===== config.mk =====
export PLATFORM = sky130hd
export DESIGN_NAME = branch_resolver
export DESIGN_NICKNAME = d
export VERILOG_FILES = /design/src/rtl/riscv_branch_pkg.sv /design/src/rtl/branch_cmp.sv /design/src/rtl/branch_resolver.sv
export SDC_FILE = /design/constraint.sdc
export NUM_CORES = 1
export LEC_CHECK = 0
export ABC_AREA = 1
export BUFFER_PORTS_ARGS = -buffer_cell sky130_fd_sc_hd__clkbuf_2
export CORE_MARGIN = 1.5
export CORE_UTILIZATION = 49
export DETAILED_ROUTE_END_ITERATION = 7
export GPL_ROUTABILITY_DRIVEN = 0
export PLACE_DENSITY = 0.78
export SLEW_MARGIN = 0
export SYNTH_ARGS = -nofsm -noshare
export SYNTH_HDL_FRONTEND = slang
export SYNTH_SLANG_ARGS = --single-unit

===== constraint.sdc =====
create_clock -name clk -period 2.2 [get_ports clk]
set_clock_uncertainty 0.15 [all_clocks]
set_input_delay 0.22 -clock clk [delete_from_list [all_inputs] [get_ports clk]]
set_output_delay 0.22 -clock clk [all_outputs]
set_load 0.05 [all_outputs]

===== src/rtl/riscv_branch_pkg.sv =====
// riscv_branch_pkg: shared XLEN default, branch funct3 encodings and condition flag indices
package riscv_branch_pkg;
  localparam int XLEN_DEFAULT = 32;
  localparam int NCOND = 6;
  localparam logic [2:0] F3_BEQ = 3'b000;
  localparam logic [2:0] F3_BNE = 3'b001;
  localparam logic [2:0] F3_BLT = 3'b100;
  localparam logic [2:0] F3_BGE = 3'b101;
  localparam logic [2:0] F3_BLTU = 3'b110;
  localparam logic [2:0] F3_BGEU = 3'b111;
  typedef enum logic [2:0] {C_BLT, C_BGE, C_BLTU, C_BGEU, C_BEQ, C_BNE} cond_e;
  localparam int FI_BLT = 5;
  localparam int FI_BGE = 4;
  localparam int FI_BLTU = 3;
  localparam int FI_BGEU = 2;
  localparam int FI_BEQ = 1;
  localparam int FI_BNE = 0;
  function automatic logic multi_hot(input logic [NCOND-1:0] f);
    return |(f & (f - {{(NCOND-1){1'b0}}, 1'b1}));
  endfunction
endpackage


===== src/rtl/branch_cmp.sv =====
// branch_cmp: combinational condition evaluation of operands against the one-hot branch flags
module branch_cmp
  import riscv_branch_pkg::*;
#(
  parameter int XLEN = XLEN_DEFAULT
) (
  input  logic [XLEN-1:0]  rs1,
  input  logic [XLEN-1:0]  rs2,
  input  logic [NCOND-1:0] flags,
  output logic             taken_raw,
  output logic             onehot_err
);
  logic lt, ltu, eq;
  assign lt = $signed(rs1) < $signed(rs2);
  assign ltu = rs1 < rs2;
  assign eq = rs1 == rs2;
  assign onehot_err = multi_hot(flags);
  assign taken_raw = !onehot_err && (
    (flags[FI_BLT] && lt) || (flags[FI_BGE] && !lt) ||
    (flags[FI_BLTU] && ltu) || (flags[FI_BGEU] && !ltu) ||
    (flags[FI_BEQ] && eq) || (flags[FI_BNE] && !eq));
endmodule


===== src/rtl/branch_resolver.sv =====
// branch_resolver: registered branch resolution with valid/ready handshake and statistics.
// BRANCH_PREDICT_EN adds pred_taken/mispredict and redirects on mispredict instead of taken.
module branch_resolver
  import riscv_branch_pkg::*;
#(
  parameter int XLEN = XLEN_DEFAULT
) (
  input  logic            clk,
  input  logic            rst_n,
  input  logic            in_valid,
  output logic            in_ready,
`ifdef BRANCH_PREDICT_EN
  input  logic            pred_taken,
  output logic            mispredict,
`endif
  input  logic            branch_lsr,
  input  logic            branch_grtr,
  input  logic            branch_lsrU,
  input  logic            branch_grtrU,
  input  logic            branch_eql,
  input  logic            branch_neql,
  input  logic [XLEN-1:0] rs1_data,
  input  logic [XLEN-1:0] rs2_data,
  input  logic [XLEN-1:0] pc,
  input  logic [XLEN-1:0] imm,
  output logic            out_valid,
  input  logic            out_ready,
  output logic            taken,
  output logic [XLEN-1:0] next_pc,
  output logic            flush,
  output logic            onehot_err,
  output logic            misalign_err,
  output logic [31:0]     br_count,
  output logic [31:0]     taken_count
);
  logic [NCOND-1:0] flags;
  logic [XLEN-1:0] target, seq_pc;
  logic accept, taken_raw, oh_d, one_d, mis_d, taken_d, redirect;
  assign flags = {branch_lsr, branch_grtr, branch_lsrU, branch_grtrU, branch_eql, branch_neql};
  branch_cmp #(.XLEN(XLEN)) u_cmp (
    .rs1(rs1_data),
    .rs2(rs2_data),
    .flags(flags),
    .taken_raw(taken_raw),
    .onehot_err(oh_d)
  );
  assign in_ready = !out_valid || out_ready;
  assign accept = in_valid && in_ready;
  assign target = pc + imm;
  assign seq_pc = pc + XLEN'(4);
  assign one_d = |flags && !oh_d;
  // a misaligned target suppresses the redirect and falls through
  assign mis_d = taken_raw && |target[1:0];
  assign taken_d = taken_raw && !mis_d;
`ifdef BRANCH_PREDICT_EN
  always_ff @(posedge clk or negedge rst_n)
    if (!rst_n) mispredict <= 1'b0;
    else if (accept) mispredict <= taken_d ^ pred_taken;
  assign redirect = mispredict;
`else
  assign redirect = taken;
`endif
  // only the retire cycle redirects, so a stalled result cannot repeat the pulse
  assign flush = out_valid && out_ready && redirect;
  always_ff @(posedge clk or negedge rst_n) begin
    if (!rst_n) begin
      out_valid <= 1'b0;
      taken <= 1'b0;
      next_pc <= '0;
      onehot_err <= 1'b0;
      misalign_err <= 1'b0;
      br_count <= '0;
      taken_count <= '0;
    end else begin
      out_valid <= accept || (out_valid && !out_ready);
      if (accept) begin
        taken <= taken_d;
        next_pc <= taken_d ? target : seq_pc;
        onehot_err <= oh_d;
        misalign_err <= mis_d;
      end
      if (accept && one_d) br_count <= br_count + 32'd1;
      if (accept && taken_d) taken_count <= taken_count + 32'd1;
    end
  end
endmodule

==> Word-level counts from Yosys, hierarchy flattened <==
Cells that the tools add are included.
{ "classes": {"n_mux": 1, "n_bitwise": 1, "n_addsub": 5, "eq_ne": 1, "order_cmp": 2, "reduce_logical": 33} }
{ "ops": {"columns": ["operator", "n"], "rows": [
  ["32-bit by 1-bit adder with 32-bit output, second input constant", 2],
  ["32-bit less-than comparator", 2],
  ["32-bit by 3-bit adder with 32-bit output, second input constant", 1],
  ["32-bit adder", 1],
  ["32-bit == test", 1],
  ["32-bit two-way mux", 1],
  ["1-bit logical AND", 16],
  ["6-bit OR reduction", 2],
  ["1-bit logical NOT", 7],
  ["1-bit logical OR", 7],
  ["6-bit bitwise AND", 1],
  ["6-bit by 1-bit subtractor with 6-bit output, second input constant", 1],
  ["2-bit OR reduction", 1]
]} }
{ "totals": {"out_inout_bits": 102, "inputBits": 138, "wordCells": 50, "ff_bits": 100} }

==> Depth between registers and ports, before layout <==
Gate-level depths: netlist (run 1).
{ "depth": {"depth_word": 13, "mapped_depth": 22, "mapped_depth_nobuf": 21} }

==> By module <==
From an unflattened synthesis (run 1), not the netlist that was laid out.
{ "unflattened": {"cells_unflattened": 1385, "hier_area_um2": 9113.7} }
{ "modules_own_cells": {"columns": ["module", "area_per_inst_um2", "cells_per_inst", "seq_area_each_um2", "n_inst"], "rows": [
  ["branch_resolver", 8097.8, 1212, 2502.4, 1],
  ["branch_cmp", 1016.0, 173, 0.0, 1]
]} }

==> Worst setup path before layout (run 1) <==
OpenSTA, ideal clock, no wires.
{ "synth_path": {"kind": "register to register", "start": "reg out_valid", "end": "reg br_count[17]", "path_slack_ns": -0.379, "n_path_buf": 0, "period_less_slack_ns": 2.579, "path_stages_with_launch": 13, "setup_ns": 0.120, "required_time_ns": 1.930, "arrival_time_ns": 2.309, "path_cell_list": "dfrtp_1 -> nand2_1 -> nand2_1 -> nor2_4 -> nand2_2 -> nor3_2 -> nand3_1 -> nor2_2 -> nand3_2 -> nor2_2 -> nand2_1 -> nand2_1 -> nand2_1"} }
{ "synth_via": {"elab_chain_len": 4} }
{ "synth_rtl": {"columns": ["element", "line_no", "source"], "rows": [
  ["start: declaration", "branch_resolver.sv:26", "output logic out_valid,"],
  ["start signal: assignment", "branch_resolver.sv:75", "out_valid <= accept || (out_valid && !out_ready);"],
  ["1-bit logical NOT", "branch_resolver.sv:47", "assign in_ready = !out_valid || out_ready;"],
  ["1-bit logical OR", "branch_resolver.sv:47", null],
  ["via in_ready", "branch_resolver.sv:11", "output logic in_ready,"],
  ["1-bit logical AND", "branch_resolver.sv:48", "assign accept = in_valid && in_ready;"],
  ["1-bit logical AND", "branch_resolver.sv:82", "if (accept && one_d) br_count <= br_count + 32'd1;"],
  ["end signal: assignment", "branch_resolver.sv:82", null],
  ["end: declaration", "branch_resolver.sv:33", "output logic [31:0] br_count,"]
]} }
The timed path passes the listed nets, and every way through them passes these cells.
A chain may end at the register's enable or synchronous reset.

==> Worst setup path after layout (run 1) <==
{ "layout_path": {"start": "reg taken_count[18]", "end": "reg taken_count[30]"} }
{ "layout_via": {"elab_chain_len": 1} }
{ "layout_rtl": {"columns": ["element", "line_no", "source"], "rows": [
  ["start: declaration", "branch_resolver.sv:34", "output logic [31:0] taken_count"],
  ["start signal: assignment", "branch_resolver.sv:83", "if (accept && taken_d) taken_count <= taken_count + 32'd1;"],
  ["32-bit by 1-bit adder with 32-bit output", "branch_resolver.sv:83", null]
]} }
No other way between the ends.

==> results.py, run 1 <==
metrics = {
    "power": {
        "power.density_nw_per_um2": 551,
        "p_leak_nw": 6.68,
        "peakVddDrop_mv": 0.372,
    },
    "detailed_routing": {
        "first_iter_violations": 963,
        "routed_wl_um": 30300,
        "via_per_inst": 5.43,
        "vias": 10800,
        "antenna_left": 0,
        "wl_per_cell_um": 15.3,
        "first_pass_iters": 8,
        "drcViolationCount": 12,
    },
    "clock_network": {
        "worstSkewPairLatency_ns": 0.35,
        "cts_tree": "done",
        "clockBufferDepth": 2,
        "numCtsBuffers": 9,
        "cts-htree-levels": 3,
        "cts_root_buffer": "clkbuf_16",
        "clk_pin_slew_worst_paths_ns": 0.07,
        "clock_sinks": 100,
    },
    "floorplan": {
        "die_area_um2": 19500,
        "coreArea_um2": 18100,
        "pin_count": 240,
        "rows": 49,
        "start_util": 0.504,
        "die_width_um": 140,
        "chipHeight_um": 140,
    },
    "timing": {
        "max_freq_ghz": 0.427,
        "finalSetupViolCount": 12,
        "rsz0062_at_grt": "true",
        "tightest_slew_ns": 0.498,
        "fin_ws_ns": -0.141,
        "slew_headroom": 0.665,
        "hold_viol": 0,
        "timing.final.crit_period_ns": 2.34,
        "period_share": 1.06,
        "drv_slew": 0,
    },
    "synth": {
        "synth_area_per_cell_um2": 6.67,
        "ys_ff_latch": 100,
        "synthCells": 1372,
        "synth_cell_types": 40,
        "netlist_area_um2": 9150,
        "syn_nets": 1577,
        "seq_area_frac_synth": 0.274,
        "ys_warn_count": 0,
    },
    "worst_setup_path": {
        "arrival_ns": 2.47,
        "crit_start": "taken_count[18]$_DFFE_PN0P_",
        "r2r_cells": 8,
        "cp-end-kind": "register",
        "cp_max_fo": 4,
        "critPathKind": "reg -> reg",
        "critPathRequiredTime_ns": 2.32,
        "r2r_start": "taken_count[18]$_DFFE_PN0P_",
        "start_kind": "register",
    },
    "worst_hold_path": {
        "hold_start": "pc[1]",
        "holdCritPathClass": "in -> reg",
        "min_path_cells": 4,
    },
    "status": {
        "violations": "design-rule violations, negative setup slack",
        "status": "complete, but fails checks",
    },
    "place": {
        "port_buffers": 239,
        "post-dp-hpwl_um": 22300,
        "dp_cells": 1935,
    },
    "global_routing": {
        "antenna_found_initial": 0,
        "grt_pass1_wl_um": 44800,
        "overflow": 0,
        "grt_pass1_vias": 9808,
        "grt_max_degree": 47,
        "track_usage": 0.278,
    },
    "cells_and_area": {
        "final_common_cell": "nand2_1",
        "finish.net_count": 1951,
        "diodes": 0,
        "area_growth_pct": 39.3,
        "final_cell_mix": "430 x nand2_1, 230 x clkbuf_2, 147 x inv_1",
        "utilization": 0.702,
        "final_cells": 1980,
        "drive_gt1_frac": 0.314,
    },
    "job": {
        "cap_violations": 0,
    },
}
## sequential cells by signal, indices dropped and copies added (netlist names)
| name | flops |
|---|---|
| onehot_err | 1 |
| taken | 1 |
| misalign_err | 1 |
| next_pc | 32 |
| br_count | 32 |
| out_valid | 1 |
| taken_count | 32 |
## kinds of logic (layout without fill, tap and decap cells)
family / after synthesis / after routing / synth area share
buf+inv: 192 / 571 / 0.0827
fa+ha+maj: 67 / 67 / 0.0925
compound gates: 124 / 124 / 0.0739
flops: 100 / 100 / 0.274
simple gates: 786 / 786 / 0.379
xor+xnor: 103 / 103 / 0.0986
## Yosys cell counts (all sizes together)
cell | n | area share
nand2 | 472 | 0.20
inv | 163 | 0.067
nor2 | 121 | 0.057
dfrtp | 100 | 0.27
nand3 | 94 | 0.055
xor2 | 81 | 0.078
ha | 66 | 0.090
a21oi | 55 | 0.030
o21ai | 47 | 0.026
nor3 | 42 | 0.029
xnor2 | 22 | 0.021
nand4 | 21 | 0.014
nand3b | 16 | 0.013
nor4 | 15 | 0.011
buf | 14 | 0.0097
clkbuf | 12 | 0.0049
o21bai | 6 | 0.0049
a21boi | 4 | 0.0033
a21o | 4 | 0.0033
nor3b | 4 | 0.0033
o21a | 4 | 0.0033
a31oi | 3 | 0.0021
clkinv | 3 | 0.0012
fa | 1 | 0.0022
o211ai | 1 | 0.00082
or2 | 1 | 0.00068
## metal layers
metal  share of wire  global-route usage
met1            0.40               0.359
met2            0.49               0.480
met3           0.070              0.0241
met4           0.040               0.113
met5               0                   0
## per-stage QoR
| step | power [mW] | cell area, um2 | setup TNS (ns) | hold slack [ns] | worst slack [ns] |
|---|---|---|---|---|---|
| 2_1_floorplan | 4.22 | 9190 | -0.00886 | -0.226 | -0.00886 |
| 3_3_place_gp | 5.17 | 11500 | -10.80 | -0.0399 | -0.247 |
| 3_5_place_dp | 5.22 | 11500 | -16.84 | -0.0381 | -0.333 |
| 4_1_cts | 6.76 | 11800 | 0 | 0.0912 | 0.0123 |
| 5_1_grt | 7.40 | 12700 | -4.21 | 0.112 | -0.176 |
| 6_report | 7.03 | 12700 | -0.281 | 0.104 | -0.141 |
## worst max-delay path, stage by stage (launching register included)
cell	delay (ns)
dfrtp_1	0.44
inv_1	0.12
nor4_1	0.48
nand2_1	0.16
nor4_1	0.41
nand2_1	0.12
xor2_1	0.26
nand2_4	0.07
o21ai_2	0.05
## layout make-up
| class | instances | area (um2) |
|---|---|---|
| timing repair buffer | 389 | 2630 |
| fill | 1446 | 5400 |
| clock buffer | 13 | 260 |
| inverter | 166 | 633 |
| sequential | 100 | 2510 |
| tap | 229 | 287 |
| multi-input combinational | 1080 | 6400 |
| clock inverter | 3 | 21.3 |
## timing repair
| action | in CTS | in global routing |
|---|---|---|
| buffers inserted | 0 | 17 |
| gates resized for setup | 1 | 129 |
| pin swaps | 0 | 41 |
| endpoints found under the setup margin | 1 | 66 |
| hold buffers | 3 | 0 |
| hold endpoints to repair | 65 | 0 |
| gates cloned | 0 | 10 |
## final timing paths
check | slack [ns] | to
setup / recovery | -0.14 | taken_count[30]$_DFFE_PN0P_
hold reg to reg | 0.33 | next_pc[14]$_DFFE_PN0P_
min in group asynchronous | 0.14 | taken_count[4]$_DFFE_PN0P_
hold / removal | 0.10 | next_pc[1]$_DFFE_PN0P_
max in group asynchronous | 0.99 | br_count[20]$_DFFE_PN0P_
setup reg to reg | -0.14 | taken_count[30]$_DFFE_PN0P_
## report_power, final
part,total (mW),switching (mW),internal [mW]
logic,3.17,2.12,1.06
registers,2.33,0.252,2.08
clock network,1.52,0.692,0.831
Note: power is estimated with default switching activity, not from simulation.
==> run 2, diff against run 1 <==
- BUFFER_PORTS_ARGS: -buffer_cell sky130_fd_sc_hd__clkbuf_2 -> default
- CAP_MARGIN: default -> 10
- CORE_UTILIZATION: 49 -> 51
- DONT_BUFFER_PORTS: default -> 1
- PLACE_DENSITY: 0.78 -> 0.69
==> run 2 against run 1 <==
The run ends with negative hold slack, negative setup slack left. Non-clock buffer count decreased by 245. Flip-flop and latch count unchanged. Core utilization down 6.6 points. Cell count down 13%. Clock power about the same. Count of clock-buffer cells in the layout is the same. Critical endpoint is now taken_count[20]$_DFFE_PN0P_.
==> results.py, run 2 (same netlist as run 1, synthesis figures left out) <==
metrics = {
    "status": {
        "status": "complete, but fails checks",
        "violations": "negative hold slack, negative setup slack",
    },
    "clock_network": {
        "clk_pin_slew_worst_paths_ns": 0.07,
        "clock_sinks": 100,
        "cts-htree-levels": 3,
        "clockBufferDepth": 2,
        "cts_root_buffer": "clkbuf_16",
        "cts_tree": "done",
        "numCtsBuffers": 9,
        "worstSkewPairLatency_ns": 0.35,
        "holdBufCountCts": 14,
    },
    "place": {
        "port_buffers": 0,
        "dpl-instance-area_um2": 10200,
        "post-dp-hpwl_um": 21000,
    },
    "power": {
        "peakVddDrop_mv": 0.700,
        "p_leak_nw": 5.62,
        "power.density_nw_per_um2": 594,
    },
    "floorplan": {
        "start_util": 0.525,
        "chipHeight_um": 137,
        "die_width_um": 137,
        "pin_count": 240,
        "die_area_um2": 18800,
        "rows": 48,
        "coreArea_um2": 17400,
    },
    "global_routing": {
        "grt_max_degree": 101,
        "track_usage": 0.282,
        "global_route.peak_usage_layer": "met2",
        "grt_pass1_vias": 8846,
        "grtUsageMet3": 0.0519,
        "met1_usage": 0.369,
        "grt_pass1_wl_um": 42400,
        "antenna_found_initial": 0,
        "overflow": 0,
        "met2_usage": 0.469,
    },
    "cells_and_area": {
        "final_cell_area_um2": 11100,
        "final_common_cell": "nand2_1",
        "diodes": 0,
        "drive_gt1_frac": 0.155,
        "final_cell_mix": "459 x nand2_1, 151 x inv_1, 116 x buf_4",
        "fillers": 1570,
        "finish.net_count": 1706,
        "reg_top3": "br_count x32, next_pc x32, taken_count x32",
        "area_growth_pct": 21.2,
    },
    "timing": {
        "timing.final.crit_period_ns": 2.25,
        "max_freq_ghz": 0.444,
        "holdWs_ns": -0.588,
        "slew_headroom": 0.577,
        "drv_slew": 0,
        "period_share": 1.02,
        "hold_viol": 101,
        "fin_ws_ns": -0.0518,
        "tightest_slew_ns": 0.630,
        "finalSetupViolCount": 2,
        "rsz0062_at_grt": "true",
    },
    "worst_setup_path": {
        "critPathKind": "reg -> reg",
        "start_kind": "register",
        "arrival_ns": 2.34,
        "cp-end-kind": "register",
        "cp_max_fo": 3,
        "critPathRequiredTime_ns": 2.29,
        "r2r_cells": 14,
    },
    "detailed_routing": {
        "routed_wl_um": 27600,
        "via_per_inst": 5.49,
        "first_pass_iters": 5,
        "first_iter_violations": 887,
        "antenna_left": 0,
        "vias": 9498,
        "wl_per_cell_um": 16.0,
        "drcViolationCount": 0,
    },
    "worst_hold_path": {
        "holdCritPathClass": "in -> async",
    },
    "job": {
        "cap_violations": 0,
    },
}
==> run 2: changes by cell type in the layout (fill, tap and decap cells not counted), moves of 5 or more <==
| cell | change |
|---|---|
| ha_1 | +13 |
| buf_4 | -10 |
| nor3_2 | -5 |
| dlygate4sd3_1 | +11 |
| ha_4 | -13 |
| nand2_2 | -27 |
| clkbuf_2 | -230 |
| nand2_1 | +29 |
| buf_6 | -10 |
==> run 2: per-stage QoR <==
| stage | util | instances | setup slack (ns) | power (mW) | setup TNS (ns) |
|---|---|---|---|---|---|
| floorplan | - | 1372 | -0.00886 | 4.22 | -0.00886 |
| global placement | 0.583 | 1673 | -0.190 | 4.87 | -6.07 |
| detailed placement | 0.583 | 1673 | -0.194 | 4.91 | -8.21 |
| CTS | 0.608 | 1703 | 0.00492 | 6.46 | 0 |
| global route | 0.636 | 1730 | -0.242 | 6.95 | -1.05 |
| finish | 0.636 | 1730 | -0.0518 | 6.59 | -0.0664 |
==> run 2: metal layers <==
metal	vias to the layer above	routed length [um]
li1	4670	-
met1	4296	11400
met2	461	12900
met3	71	2490
met4	0	827
met5	-	0
==> run 2: worst paths after layout <==
path	slack [ns]	startpoint	end
setup / recovery	-0.05	taken_count[1]$_DFFE_PN0P_	taken_count[20]$_DFFE_PN0P_
hold / removal	-0.59	rst_n	taken_count[24]$_DFFE_PN0P_
setup reg to reg	-0.05	taken_count[1]$_DFFE_PN0P_	taken_count[20]$_DFFE_PN0P_
hold reg to reg	0.37	br_count[13]$_DFFE_PN0P_	br_count[13]$_DFFE_PN0P_
max in group asynchronous	2.35	rst_n	next_pc[18]$_DFFE_PN0P_
min in group clk	0	pc[31]	next_pc[31]$_DFFE_PN0P_
==> run 2: layout make-up <==
| type | instances | area [um2] | share of cell area |
|---|---|---|---|
| clock buffer | 13 | 270 | 0.0244 |
| tap | 225 | 282 | 0.0254 |
| timing repair buffer | 144 | 1270 | 0.114 |
| multi-input combinational | 1080 | 6120 | 0.552 |
| clock inverter | 2 | 10.0 | 0.000903 |
| inverter | 166 | 628 | 0.0567 |
| sequential | 100 | 2510 | 0.226 |
==> run 2: critical path, stage by stage, from the launching register on <==
cell     delay [ns]
dfrtp_2        0.40
ha_4           0.16
inv_4          0.04
nor3_4         0.20
inv_2          0.07
nor2_4         0.12
inv_2          0.06
nor2_4         0.11
inv_2          0.05
nor3_2         0.09
nand4_1        0.19
nor4_2         0.30
nand2_1        0.08
nand2_1        0.06
nand2_1        0.04
==> run 2: power by group <==
part	internal (mW)	leakage, nW	switching, mW
Clock	0.851	0.141	0.682
Combinational	0.851	4.23	1.58
Sequential	2.07	1.25	0.553
==> run 2: timing repair <==
| action | 4_1_cts | 5_1_grt |
|---|---|---|
| resized for setup | 2 | 47 |
| hold endpoints to repair | 114 | 100 |
| endpoints found under the setup margin | 1 | 42 |
| pin swaps | 0 | 30 |
| buffers inserted | 1 | 22 |
| cloned | 0 | 5 |
==> run 3, diff against run 2 <==
- ABC_AREA: 1 -> default
- CORE_UTILIZATION: 51 -> 59
- PLACE_DENSITY: 0.69 -> 0.78
==> run 3 against run 2 <==
The flow still finishes with violations (negative hold slack, negative setup slack). Combinational power down 27%. Die area shrank 27%. Core utilization grew 20 points. Critical path type is now in -> reg. Critical endpoint is now next_pc[31]$_DFFE_PN0P_. Maximum frequency shrank 16%. Register-to-register slack got worse by 0.33 ns. Non-clock buffer count increased by 69. First-iteration DRC count shrank 18%. Synthesized cell count is 37% lower.
==> results.py, run 3 <==
metrics = {
    "status": {
        "status": "complete, but fails checks",
        "violations": "negative hold slack, negative setup slack",
    },
    "synth": {
        "seq_area_frac_synth": 0.327,
        "ys_ff_latch": 100,
        "yosys.cell_count.top_type": "nand2_1",
        "synth_area_per_cell_um2": 8.84,
        "netlist_area_um2": 7660,
        "ys_warn_count": 0,
        "synth_top_area_frac": 0.327,
        "synth_cell_types": 68,
        "synth-edff-count": 0,
        "synth_common_cells": "108 x nand2_1, 100 x dfrtp_1, 67 x xnor2_1",
        "yosysTopAreaCell": "dfrtp_1",
        "synthCells": 866,
        "netlist_top_cells_area": "dfrtp_1 33%, ha_1 11%, xnor2_1 7.7%",
        "synthFlopType": "dfrtp_1",
        "async_reset_ff_frac": 1.00,
        "syn_nets": 1071,
    },
    "cells_and_area": {
        "area_growth_pct": 37.8,
        "final_cell_area_um2": 10600,
        "final_cell_mix": "180 x buf_4, 100 x dfrtp_1, 99 x nand2_1",
        "final_common_cell": "buf_4",
        "reg_top3": "br_count x32, next_pc x32, taken_count x32",
        "drive_gt1_frac": 0.330,
        "diodes": 0,
        "utilization": 0.836,
        "finish.net_count": 1265,
        "fillers": 724,
    },
    "global_routing": {
        "met2_usage": 0.624,
        "met1_usage": 0.392,
        "grt_max_degree": 101,
        "grt_pass1_vias": 7903,
        "track_usage": 0.357,
        "antenna_found_initial": 1,
        "global_route.peak_usage_layer": "met2",
        "grtUsageMet3": 0.101,
        "grt_pass1_wl_um": 38000,
        "overflow": 0,
    },
    "job": {
        "cap_violations": 0,
    },
    "detailed_routing": {
        "first_pass_iters": 5,
        "drcViolationCount": 0,
        "first_iter_violations": 731,
        "via_per_inst": 6.35,
        "wl_per_cell_um": 21.3,
        "antenna_left": 0,
        "vias": 7856,
        "routed_wl_um": 26300,
    },
    "floorplan": {
        "chipHeight_um": 117,
        "pin_count": 240,
        "start_util": 0.607,
        "die_area_um2": 13700,
        "coreArea_um2": 12600,
        "rows": 41,
        "die_width_um": 117,
    },
    "worst_setup_path": {
        "crit_family": "compound AO/OA/AOI/OAI gates",
        "critPathMaxStageDelay_ns": 0.40,
        "cp_max_fo": 6,
        "r2r_cells": 9,
        "critPathRequiredTime_ns": 2.28,
        "critPathBufInv": 0,
        "path_depth": 10,
        "cp-end-kind": "register",
        "cpMaxStageDelayCell": "o31ai_2",
        "critPathKind": "in -> reg",
        "crit_chain": "ha_1 > and3_1 > a211oi_4 > o31ai_2 > nand3_1 > a31oi_2 > o41ai_2 > xnor2_1 > a32o_1 > or3_1",
        "start_kind": "input pin",
        "arrival_ns": 2.76,
    },
    "timing": {
        "fin_ws_ns": -0.478,
        "timing.final.crit_period_ns": 2.68,
        "finalSetupViolCount": 66,
        "tightest_slew_ns": 0.856,
        "drv_slew": 0,
        "slew_headroom": 0.428,
        "period_share": 1.22,
        "max_freq_ghz": 0.373,
        "rsz0062_at_grt": "true",
        "setup_tns_ns": -23.39,
        "hold_viol": 100,
        "holdWs_ns": -0.596,
    },
    "clock_network": {
        "holdBufCountCts": 7,
        "cts_tree": "done",
        "cts-htree-levels": 3,
        "clock_sinks": 100,
        "cts_root_buffer": "clkbuf_16",
        "clk_pin_slew_worst_paths_ns": 0.07,
        "numCtsBuffers": 9,
        "clockBufferDepth": 2,
        "worstSkewPairLatency_ns": 0.36,
    },
    "place": {
        "dpl-instance-area_um2": 9350,
        "post-dp-hpwl_um": 17900,
        "port_buffers": 0,
    },
    "worst_hold_path": {
        "holdCritPathClass": "in -> async",
    },
    "power": {
        "p_leak_nw": 5.18,
        "power.density_nw_per_um2": 545,
        "peakVddDrop_mv": 0.394,
    },
}
## run 3: kinds of logic after synthesis
| kind of cell | share of synthesized area |
|---|---|
| AND/OR/NAND/NOR | 0.215 |
| AO/OA/AOI/OAI | 0.141 |
| XOR/XNOR | 0.128 |
| flip-flops | 0.327 |
| buffers and inverters | 0.0428 |
| adder cells (fa/ha/maj) | 0.112 |
| multiplexers | 0.0350 |
## run 3: stage by stage
step                instances  setup slack [ns]  total power, mW  hold WS [ns]
floorplan                 866            -0.621             3.46        -0.226
global placement         1188            -0.763             3.92        -0.223
detailed placement       1188            -0.829             4.01        -0.223
CTS                      1219            -0.436             5.58        -0.601
global route             1237            -0.690             5.98        -0.612
finish                   1237            -0.478             5.75        -0.596
## run 3: where the power goes
group	internal (mW)	total [mW]	leakage, nW	switching, mW
clock network	0.775	1.54	0.140	0.765
logic	0.796	1.78	3.71	0.981
registers	1.97	2.43	1.32	0.465
## run 3: what timing repair did
action,4_1_cts,5_1_grt
setup endpoints to repair,73,77
buffers inserted,10,17
resized for setup,54,88
gates cloned,0,2
hold endpoints to repair,107,100
pin swaps,11,39
## run 3: area by class of cell
cell class / instances / area, um2 / share of cell area
Clock buffer: 9 / 225 / 0.0213
Clock inverter: 7 / 50.0 / 0.00474
Inverter: 48 / 223 / 0.0211
Multi-Input combinational cell: 688 / 5550 / 0.526
Sequential cell: 100 / 2500 / 0.237
Tap cell: 172 / 215 / 0.0204
Timing Repair Buffer: 213 / 1790 / 0.169
## run 3: routing by layer
layer  up-vias  part of all wire
met2       507              0.50
met3       161             0.094
met1      3730              0.34
met4         0             0.062
li1       3458                 -
met5         -                 0
## run 3: worst paths after layout
path,from,endpoint,slack [ns]
setup reg to reg,taken_count[14]$_DFFE_PN0P_,taken_count[30]$_DFFE_PN0P_,-0.38
hold reg to reg,taken_count[3]$_DFFE_PN0P_,taken_count[3]$_DFFE_PN0P_,0.37
hold / removal,rst_n,taken_count[31]$_DFFE_PN0P_,-0.60
max in group asynchronous,rst_n,next_pc[21]$_DFFE_PN0P_,2.35
setup / recovery,pc[4],next_pc[31]$_DFFE_PN0P_,-0.48
min in group clk,pc[8],next_pc[8]$_DFFE_PN0P_,0
## run 3: worst reg2reg max path, delay by kind of cell, from the launching register on
family	cells	cell delay [ns]
DFF	1	0.37
xor gates and xnor gates	1	0.19
and+or+nand+nor	8	1.79
